==> config.mk <==
export PLATFORM = sky130hd
export DESIGN_NAME = fdiv_seq
export DESIGN_NICKNAME = d
export VERILOG_FILES = /design/src/rtl/fdiv_seq.sv
export SDC_FILE = /design/constraint.sdc
export NUM_CORES = 1
export LEC_CHECK = 0
export CORE_MARGIN = 3
export CORE_UTILIZATION = 58
export DETAILED_ROUTE_END_ITERATION = 6
export PLACE_DENSITY = 0.81
export RECOVER_POWER = 50
export SLEW_MARGIN = 20
export SYNTH_ARGS = -nofsm -noshare
export SYNTH_HDL_FRONTEND = slang
export SYNTH_SLANG_ARGS = --single-unit
==> constraint.sdc <==
create_clock -name clk -period 6 [get_ports clk]
set_clock_uncertainty 0.05 [all_clocks]
set_input_delay 0.6 -clock clk [delete_from_list [all_inputs] [get_ports clk]]
set_output_delay 0.6 -clock clk [all_outputs]
set_load 0.03 [all_outputs]
==> src/rtl/fdiv_seq.sv <==
// fdiv_seq: iterative IEEE-754 single-precision divider, y = x1 / x2.
// Restoring division produces one quotient bit per clock. The request
// side and the response side each use a valid/ready handshake.
// Subnormal inputs are flushed to zero. Underflowing results flush to
// signed zero. Results round to nearest, ties to even.
//
// Ports:
//   clk, rstn             clock; asynchronous active-low reset
//   x1, x2                dividend and divisor (IEEE single)
//   req_valid, req_ready  request handshake; req_ready is high only in IDLE
//   y                     quotient, held stable while resp_valid is high
//   ovf                   a finite/finite result overflowed to infinity
//   dz                    finite nonzero divided by zero
//   resp_valid, resp_ready  response handshake
module fdiv_seq #(
    parameter int QBITS = 26
) (
    input  logic        clk,
    input  logic        rstn,
    input  logic [31:0] x1,
    input  logic [31:0] x2,
    input  logic        req_valid,
    output logic        req_ready,
    output logic [31:0] y,
    output logic        ovf,
    output logic        dz,
    output logic        resp_valid,
    input  logic        resp_ready
);

    typedef enum logic [1:0] {IDLE, DIV, NORM, DONE} state_t;

    typedef struct packed {
        logic        s;
        logic [7:0]  e;
        logic [22:0] m;
    } fp32_t;

    state_t                state;
    logic [24:0]           r;        // partial remainder, always < 2*d
    logic [23:0]           d;        // divisor significand with hidden one
    logic [QBITS-1:0]      q;        // quotient, filled MSB first
    logic [4:0]            count;
    logic signed [9:0]     expo;     // wide enough that e1-e2+127 cannot wrap
    logic                  sign;

    fp32_t a, b;
    assign a = x1;
    assign b = x2;

    // ------------------------------------------------------------------
    // Operand classification and special-case results (IDLE only)
    // ------------------------------------------------------------------
    logic        nan_a, nan_b, inf_a, inf_b, zero_a, zero_b;
    logic        sp_hit, sp_dz;
    logic [31:0] sp_y;
    logic        s_xor;
    logic signed [9:0] exp_diff;

    assign nan_a  = (a.e == 8'hFF) && (a.m != 23'd0);
    assign nan_b  = (b.e == 8'hFF) && (b.m != 23'd0);
    assign inf_a  = (a.e == 8'hFF) && (a.m == 23'd0);
    assign inf_b  = (b.e == 8'hFF) && (b.m == 23'd0);
    // A zero exponent also covers subnormals, which are flushed to zero.
    assign zero_a = (a.e == 8'h00);
    assign zero_b = (b.e == 8'h00);
    assign s_xor  = a.s ^ b.s;
    assign exp_diff = $signed({2'b00, a.e}) - $signed({2'b00, b.e}) + 10'sd127;

    always_comb begin
        sp_hit = 1'b1;
        sp_dz  = 1'b0;
        sp_y   = 32'd0;
        if (nan_a) begin
            // Propagate the first NaN operand and force it quiet.
            sp_y = {a.s, 8'hFF, 1'b1, a.m[21:0]};
        end else if (nan_b) begin
            sp_y = {b.s, 8'hFF, 1'b1, b.m[21:0]};
        end else if ((inf_a && inf_b) || (zero_a && zero_b)) begin
            sp_y = 32'h7FC0_0000;
        end else if (inf_a) begin
            sp_y = {s_xor, 8'hFF, 23'd0};
        end else if (inf_b) begin
            sp_y = {s_xor, 8'h00, 23'd0};
        end else if (zero_b) begin
            sp_y  = {s_xor, 8'hFF, 23'd0};
            sp_dz = 1'b1;
        end else if (zero_a) begin
            sp_y = {s_xor, 8'h00, 23'd0};
        end else begin
            sp_hit = 1'b0;
        end
    end

    // ------------------------------------------------------------------
    // One restoring-division step
    // ------------------------------------------------------------------
    logic        ge;
    logic [23:0] diff;
    logic [24:0] r_nxt;

    assign ge   = (r >= {1'b0, d});
    // When r >= d, r - d < d < 2^24, so 24 bits hold the difference exactly.
    assign diff = r[23:0] - d;
    assign r_nxt = ge ? {diff, 1'b0} : {r[23:0], 1'b0};

    // ------------------------------------------------------------------
    // Normalise and round (NORM)
    // ------------------------------------------------------------------
    logic [22:0]       frac;
    logic              g, st, inc;
    logic signed [9:0] ex_n;
    logic [32:0]       packed_r;
    logic signed [9:0] ex_r;
    logic [31:0]       n_y;
    logic              n_ovf;

    always_comb begin
        if (q[QBITS-1]) begin
            frac = q[24:2];
            g    = q[1];
            st   = q[0] | (r != 25'd0);
            ex_n = expo;
        end else begin
            frac = q[23:1];
            g    = q[0];
            st   = (r != 25'd0);
            ex_n = expo - 10'sd1;
        end
        inc = g & (st | frac[0]);
        // The exponent sits directly above the fraction, so a carry out of
        // an all-ones fraction moves into the exponent on its own.
        packed_r = {ex_n, frac} + {32'd0, inc};
        ex_r     = $signed(packed_r[32:23]);
        n_ovf    = 1'b0;
        if (ex_r >= 10'sd255) begin
            n_y   = {sign, 8'hFF, 23'd0};
            n_ovf = 1'b1;
        end else if (ex_r <= 10'sd0) begin
            n_y = {sign, 8'h00, 23'd0};
        end else begin
            n_y = {sign, ex_r[7:0], packed_r[22:0]};
        end
    end

    // ------------------------------------------------------------------
    // Control FSM with registered outputs
    // ------------------------------------------------------------------
    always_ff @(posedge clk or negedge rstn) begin
        if (!rstn) begin
            state      <= IDLE;
            req_ready  <= 1'b1;
            resp_valid <= 1'b0;
            y          <= 32'd0;
            ovf        <= 1'b0;
            dz         <= 1'b0;
            r          <= 25'd0;
            d          <= 24'd0;
            q          <= '0;
            count      <= 5'd0;
            expo       <= 10'sd0;
            sign       <= 1'b0;
        end else begin
            case (state)
                IDLE: begin
                    if (req_valid && req_ready) begin
                        req_ready <= 1'b0;
                        sign      <= s_xor;
                        if (sp_hit) begin
                            y          <= sp_y;
                            ovf        <= 1'b0;
                            dz         <= sp_dz;
                            resp_valid <= 1'b1;
                            state      <= DONE;
                        end else begin
                            r     <= {2'b01, a.m};
                            d     <= {1'b1, b.m};
                            q     <= '0;
                            count <= 5'd0;
                            expo  <= exp_diff;
                            state <= DIV;
                        end
                    end
                end
                DIV: begin
                    r     <= r_nxt;
                    q     <= {q[QBITS-2:0], ge};
                    count <= count + 5'd1;
                    if (count == 5'(QBITS - 1))
                        state <= NORM;
                end
                NORM: begin
                    y          <= n_y;
                    ovf        <= n_ovf;
                    dz         <= 1'b0;
                    resp_valid <= 1'b1;
                    state      <= DONE;
                end
                DONE: begin
                    if (resp_ready) begin
                        resp_valid <= 1'b0;
                        req_ready  <= 1'b1;
                        state      <= IDLE;
                    end
                end
                default: state <= IDLE;
            endcase
        end
    end

endmodule

# --- Word-level counts from Yosys, hierarchy flattened ---
# Index checks and enable logic that the tools add are counted.
word_totals:
  regBits: 129
  input_bits: 68
  output_inout_bits: 36
  elab_cells: 122
op_classes:
  add_sub_neg: 6
  n_lt_le_gt_ge: 3
  n_eq_ne: 11
  mux: 58
  bitwise_logic: 5
  n_reduce_logical: 27
ops:
  columns: ["cell", "n"]
  rows:
  - ["two-way mux 32 bit", 9]
  - ["two-way mux 25 bit", 3]
  - ["case mux 32 bit (2 select lines)", 1]
  - ["two-way mux 31 bit", 2]
  - ["two-way mux 26 bit", 2]
  - ["case mux 26 bit (2 select lines)", 1]
  - ["case mux 25 bit (2 select lines)", 1]
  - ["zero test 23 bit", 2]
  - ["nonzero test 23 bit", 2]
  - ["adder 33 x 1 -> 33 bit", 1]
  - [">= comparator 25 x 24 -> 1 bit", 1]
  - ["two-way mux 1 bit", 25]
  - ["nonzero test 25 bit", 1]
  - ["subtractor 24 bit", 1]
  - ["two-way mux 23 bit", 1]
  - ["equality test 8 bit (second input constant)", 2]
  - ["zero test 8 bit", 2]
  - ["AND reduction 3 bit", 5]
  - ["adder 9 x 8 -> 10 bit (second input constant)", 1]
  - [">= comparator 10 x 9 -> 1 bit (second input constant)", 1]
  - ["less-or-equal comparator 10 x 1 -> 1 bit (second input constant)", 1]
  - ["two-way mux 10 bit", 1]
  - ["two-way mux 5 bit", 2]
  - ["inequality test 2 bit (second input constant)", 5]
  - ["other kinds (22)", 37]

# --- Depth between registers and ports, before layout ---
depth:
  ltp_word: 11
  ltp_mapped: 19
  ltp_nobuf: 12

# --- Least setup slack after synthesis ---
# OpenSTA, ideal clock, no wires.
synth_timing:
  kind: "register -> register"
  startpoint: "register q[25]"
  endpoint: "register y[22]"
  setup_ps: 87
  arrival_ps: 4054
  t_required_ps: 5863
  setup_slack_ps: 1810
  stages_incl_launch_ff: 19
  n_path_buf: 9
  period_less_slack_ps: 4190
  cell_sequence: "dfrtp_1 buf_6 buf_2 buf_1 buf_1 clkbuf_8 clkbuf_1 mux2_2 ha_1 nor4b_1 buf_2 and2_1 clkbuf_1 nand4b_1 xnor2_1 nand4b_2 clkbuf_8 nand2_1 o211ai_1"
synth_between:
  elab_chain_cells: 8
  elab_cells_between_ends: 12
  cone_classes: "add/sub (1); order compare (2); mux (7); bitwise (2)"
synth_rtl:
  columns: ["element", "line_no", "rtl"]
  rows:
  - ["from (decl)", "42", "logic [QBITS-1:0] q;"]
  - ["from (signal assigned)", "187", "q <= {q[QBITS-2:0], ge};"]
  - ["two-way mux 1 bit / two-way mux 23 bit (equally long branches)", "119", "if (q[QBITS-1]) begin"]
  - ["OR 1 bit", "130", "inc = g & (st | frac[0]);"]
  - ["bitwise AND 1 bit", "130", null]
  - ["adder 33 x 1 -> 33 bit *", "133", "packed_r = {ex_n, frac} + {32'd0, inc};"]
  - ["less-or-equal comparator 10 x 1 -> 1 bit", "139", "end else if (ex_r <= 10'sd0) begin"]
  - ["two-way mux 31 bit", "139", null]
  - ["two-way mux 31 bit *", "136", "if (ex_r >= 10'sd255) begin"]
  - ["case mux 32 bit (2 select lines) *", "164", "case (state)"]
  - ["to (signal assigned)", "170", "y <= sp_y;"]
  - ["to (signal assigned)", "193", "y <= n_y;"]
  - ["to (decl)", "24", "output logic [31:0] y,"]
# Mark *: on every way between the ends. The rest lies on a longest branch, timed or not.
# A chain may end at the register's enable or synchronous reset.

# --- Worst setup path in the final report ---
layout_timing:
  startpoint: "register q[25]"
  endpoint: "register y[18]"
# Same word-level chain as after synthesis.

==> impl_results.md <==
* Status: finished with violations
* Failing checks: capacitance limit, slew limit
* Synth Area in Simple Gates at 24.0%
* Compound-Gate Fraction of Synth Area at 21.0%
* Cell taking the most area after synthesis: dfrtp_1
* Post-CTS Resized at 0
* P per Cell Area at 183 nW/µm²
* Netlist Area Pre-Place at 9870 µm²
* Hpwl dp at 20,500 µm
* Final setup viols at 0
* DR vias at 9,531
* Width of the die at 136 µm
* Layout Nets at 1,375
* M1 WL at 12,200 µm
* Area of the core region at 16,600 µm²
* Critical path origin: q[25]
* Post-synthesis adder-cell area fraction at 5.60%
* Worst-Margin Slew at 2.55 ns
* Starting density of the core at 59.3%
* DR WL met3 at 2660 µm
* Initial DRC count at 1,145
* Worst EP arrival at 4.31 ns
* Clk_lat worst skew at 0.43 ns
* Site Rows at 47
* Final Non-Filler Cells at 1,497
* Pin count of the biggest net entering global routing at 87
* CTS Hold Buffers Added at 0
* Worst reg-to-reg path cell count at 9
* Htree depth at 4
* Final core occ at 68.7%
* Crit-path max FO at 32
* RSZ-0062 raised after global routing: no
* Max-slew violations at 45
* Post-Synth XOR/XNOR Area at 6.57%
* Routed wire length at 28,700 µm
* Post-Place Cells at 1,465
* Diode count at 0
* CTS tree: done
* Root Buffer: clkbuf_16
* Initial antenna violation count at 1
* Setup Buffers After CTS at 0
* Ranking of synthesized cells by area: dfrtp_1 (32%), nand2_1 (6.6%), ha_1 (5.2%)
* MaxCap Viol Count at 1
* Antenna Nets Post-Route at 0
* Deepest clock path buffer count at 2
* R2R Path End: y[18]
* Ys flop type: dfrtp_1
* DIE AREA at 18,600 µm²
* Main combinational cell family by area after synthesis: simple AND/OR/NAND/NOR gates
* Area added between synthesis and finish at 15.8%
* Syn Nets at 1,324
* Layout cell share with drive strength beyond 1 at 7.20%
* Finished Cell Area at 11,400 µm²
* Synthesized flop and latch total at 129
* GRT Util Overall at 31.5%
* GRT overflow at 0
* Clk slew on worst S/H paths at 0.06 ns
* Post-synth top cells: nand2_1 (174), dfrtp_1 (128), o21ai_0 (95)
* Required @ worst endpoint at 6.25 ns
* Max stage delay on crit path at 0.76 ns
* Mux contribution to synthesized area at 3.63%
* Syn Area/Cell at 8.14 µm²
* First-pass GRT wire length at 46,300 µm
* Slowest cell on crit path: dfrtp_2
* Uppermost layer routed: met5
* Minimum clock period at 4.06 ns
* Vias/cell at 6.37
* Period utilization at 67.7%
* Post-Syn Instances at 1,213
* Cell with the most instances after synthesis: nand2_1
* Asr flop ratio synth at 100%
* Max transition margin at -69.7%
* Critical Path Source Type: register
* Residual DRC at 0
* Reg2reg start: q[25]
* Yosys Warn Count at 0
* Distinct cell type count after synthesis at 83
* Clk sink count at 129
* Avg WL per Cell at 19.2 µm
* Peak Freq at 246 MHz
* Crit path capture type: register
* Die Span Y at 136 µm
* CP Cell Sequence: buf_4 > nand2_1 > a211o_1 > or3_1 > or4_4 > a22oi_1 > nand4b_2 > o211ai_1 > o21ai_2
* Top cell type's share of synthesized area at 32.5%
* Num CTS Buffers at 17
* R2R setup slack at 1.94 ns
* VDD IR max at 0.202 mV
* Setup TNS at 0 ns
* Post-DP Area at 10,800 µm²
* Buffers added on ports at 103
* Final Hold Viols at 0
* WL met2 at 12,900 µm
* First-pass DRT Iterations at 5
* EDFF count, synth at 0
* Sequential fraction of the synthesis area at 32.7%
* Vias in the first global route at 8,974
* Hold crit path type: primary input to async pin
* Leakage at 4.70 nW
* Final Wtd Congestion at 0.993
* Crit path kind: register to register
* Io pins at 104
-- sequential cells by signal, summed over array words and instances, names as in the netlist --
signal,count
expo,10
ovf,1
y,32
req_ready,1
resp_valid,1
count,5
q,26
r,25
state,2
d,24
dz,1
sign,1
-- power breakdown --
group | switching (mW) | internal [mW] | total [mW]
Combinational | 0.0820 | 0.0709 | 0.153
Clock | 0.394 | 0.664 | 1.06
Sequential | 0.00305 | 0.873 | 0.876
-- metal layers --
| metal | track usage [%] | vias to the layer above |
|---|---|---|
| li1 | - | 4456 |
| met1 | 42.5 | 4526 |
| met2 | 48.9 | 472 |
| met3 | 8.11 | 75 |
| met4 | 11.8 | 2 |
| met5 | 0 | - |
-- cell type report --
type                       instances  area (µm²)
multi-input combinational        949        6010
clock inverter                     9         134
inverter                          52         195
clock buffer                      23         458
fill                            1391        5220
sequential                       129        3230
tap                              220         275
timing repair buffer             115        1120
-- layout by cell type, fill, tap and decap left out, types with 6 or more instances in the layout --
cell type,Yosys,layout
a31oi_1,8,8
a211oi_1,9,9
o21ai_0,95,94
nor4_1,30,30
dfrtp_1,128,127
o21ai_2,20,21
nor2_1,79,79
a22oi_1,23,23
or3_1,13,13
nor2b_1,9,9
clkdlybuf4s50_1,0,86
nor3_1,24,24
and3_1,22,22
dlygate4sd3_1,0,16
or2_2,6,6
xor2_1,28,28
nand4_1,18,18
nand2_1,174,174
a21oi_1,74,73
clkbuf_1,52,6
nand3_1,51,51
buf_4,2,11
xnor2_1,46,46
o211ai_1,12,12
inv_1,52,52
o31ai_1,10,10
a21boi_0,6,6
mux2_2,6,6
mux2i_1,29,29
clkbuf_16,0,17
ha_1,41,41
nand2b_1,14,14
a21o_1,10,10
o31a_1,6,6
-- cells by family (layout without fill, tap and decap cells) --
family,after synthesis,in the layout
AO/OA/AOI/OAI,317,317
XOR/XNOR,74,74
adder cells (fa/ha/maj),43,43
buffers and inverters,135,199
flip-flops,129,129
multiplexers,35,35
AND/OR/NAND/NOR,480,480
-- how the worst max path moves through the flow --
| stage | cells after the start | slack (ns) | endpoint |
|---|---|---|---|
| 5_1_grt | 9 | 1.69 | y[0] |
| 2_1_floorplan | 18 | 1.81 | y[22] |
| 3_5_place_dp | 9 | 2.02 | y[0] |
| 4_1_cts | 9 | 1.99 | y[0] |
| 6_report | 9 | 1.94 | y[18] |
| 3_3_place_gp | 9 | 2.05 | y[0] |
-- through the flow --
stage | hold WS (ns) | total power [mW] | setup WS, ns
after floorplan | 0.254 | 0.948 | 1.81
after global placement | 0.384 | 1.04 | 2.05
after detailed placement | 0.397 | 1.04 | 2.02
after CTS | 0.199 | 2.09 | 1.99
after global routing | 0.222 | 2.15 | 1.69
final | 0.144 | 2.09 | 1.94
-- critical path: cells and delay by family (launching register included) --
kind                   cells  cell delay [ns]
AOI/OAI and AO/OA          4             0.98
buffers and inverters      1             0.44
DFF                        1             0.76
and+or+nand+nor            4             1.67
Power figures use the tool's default switching activity.
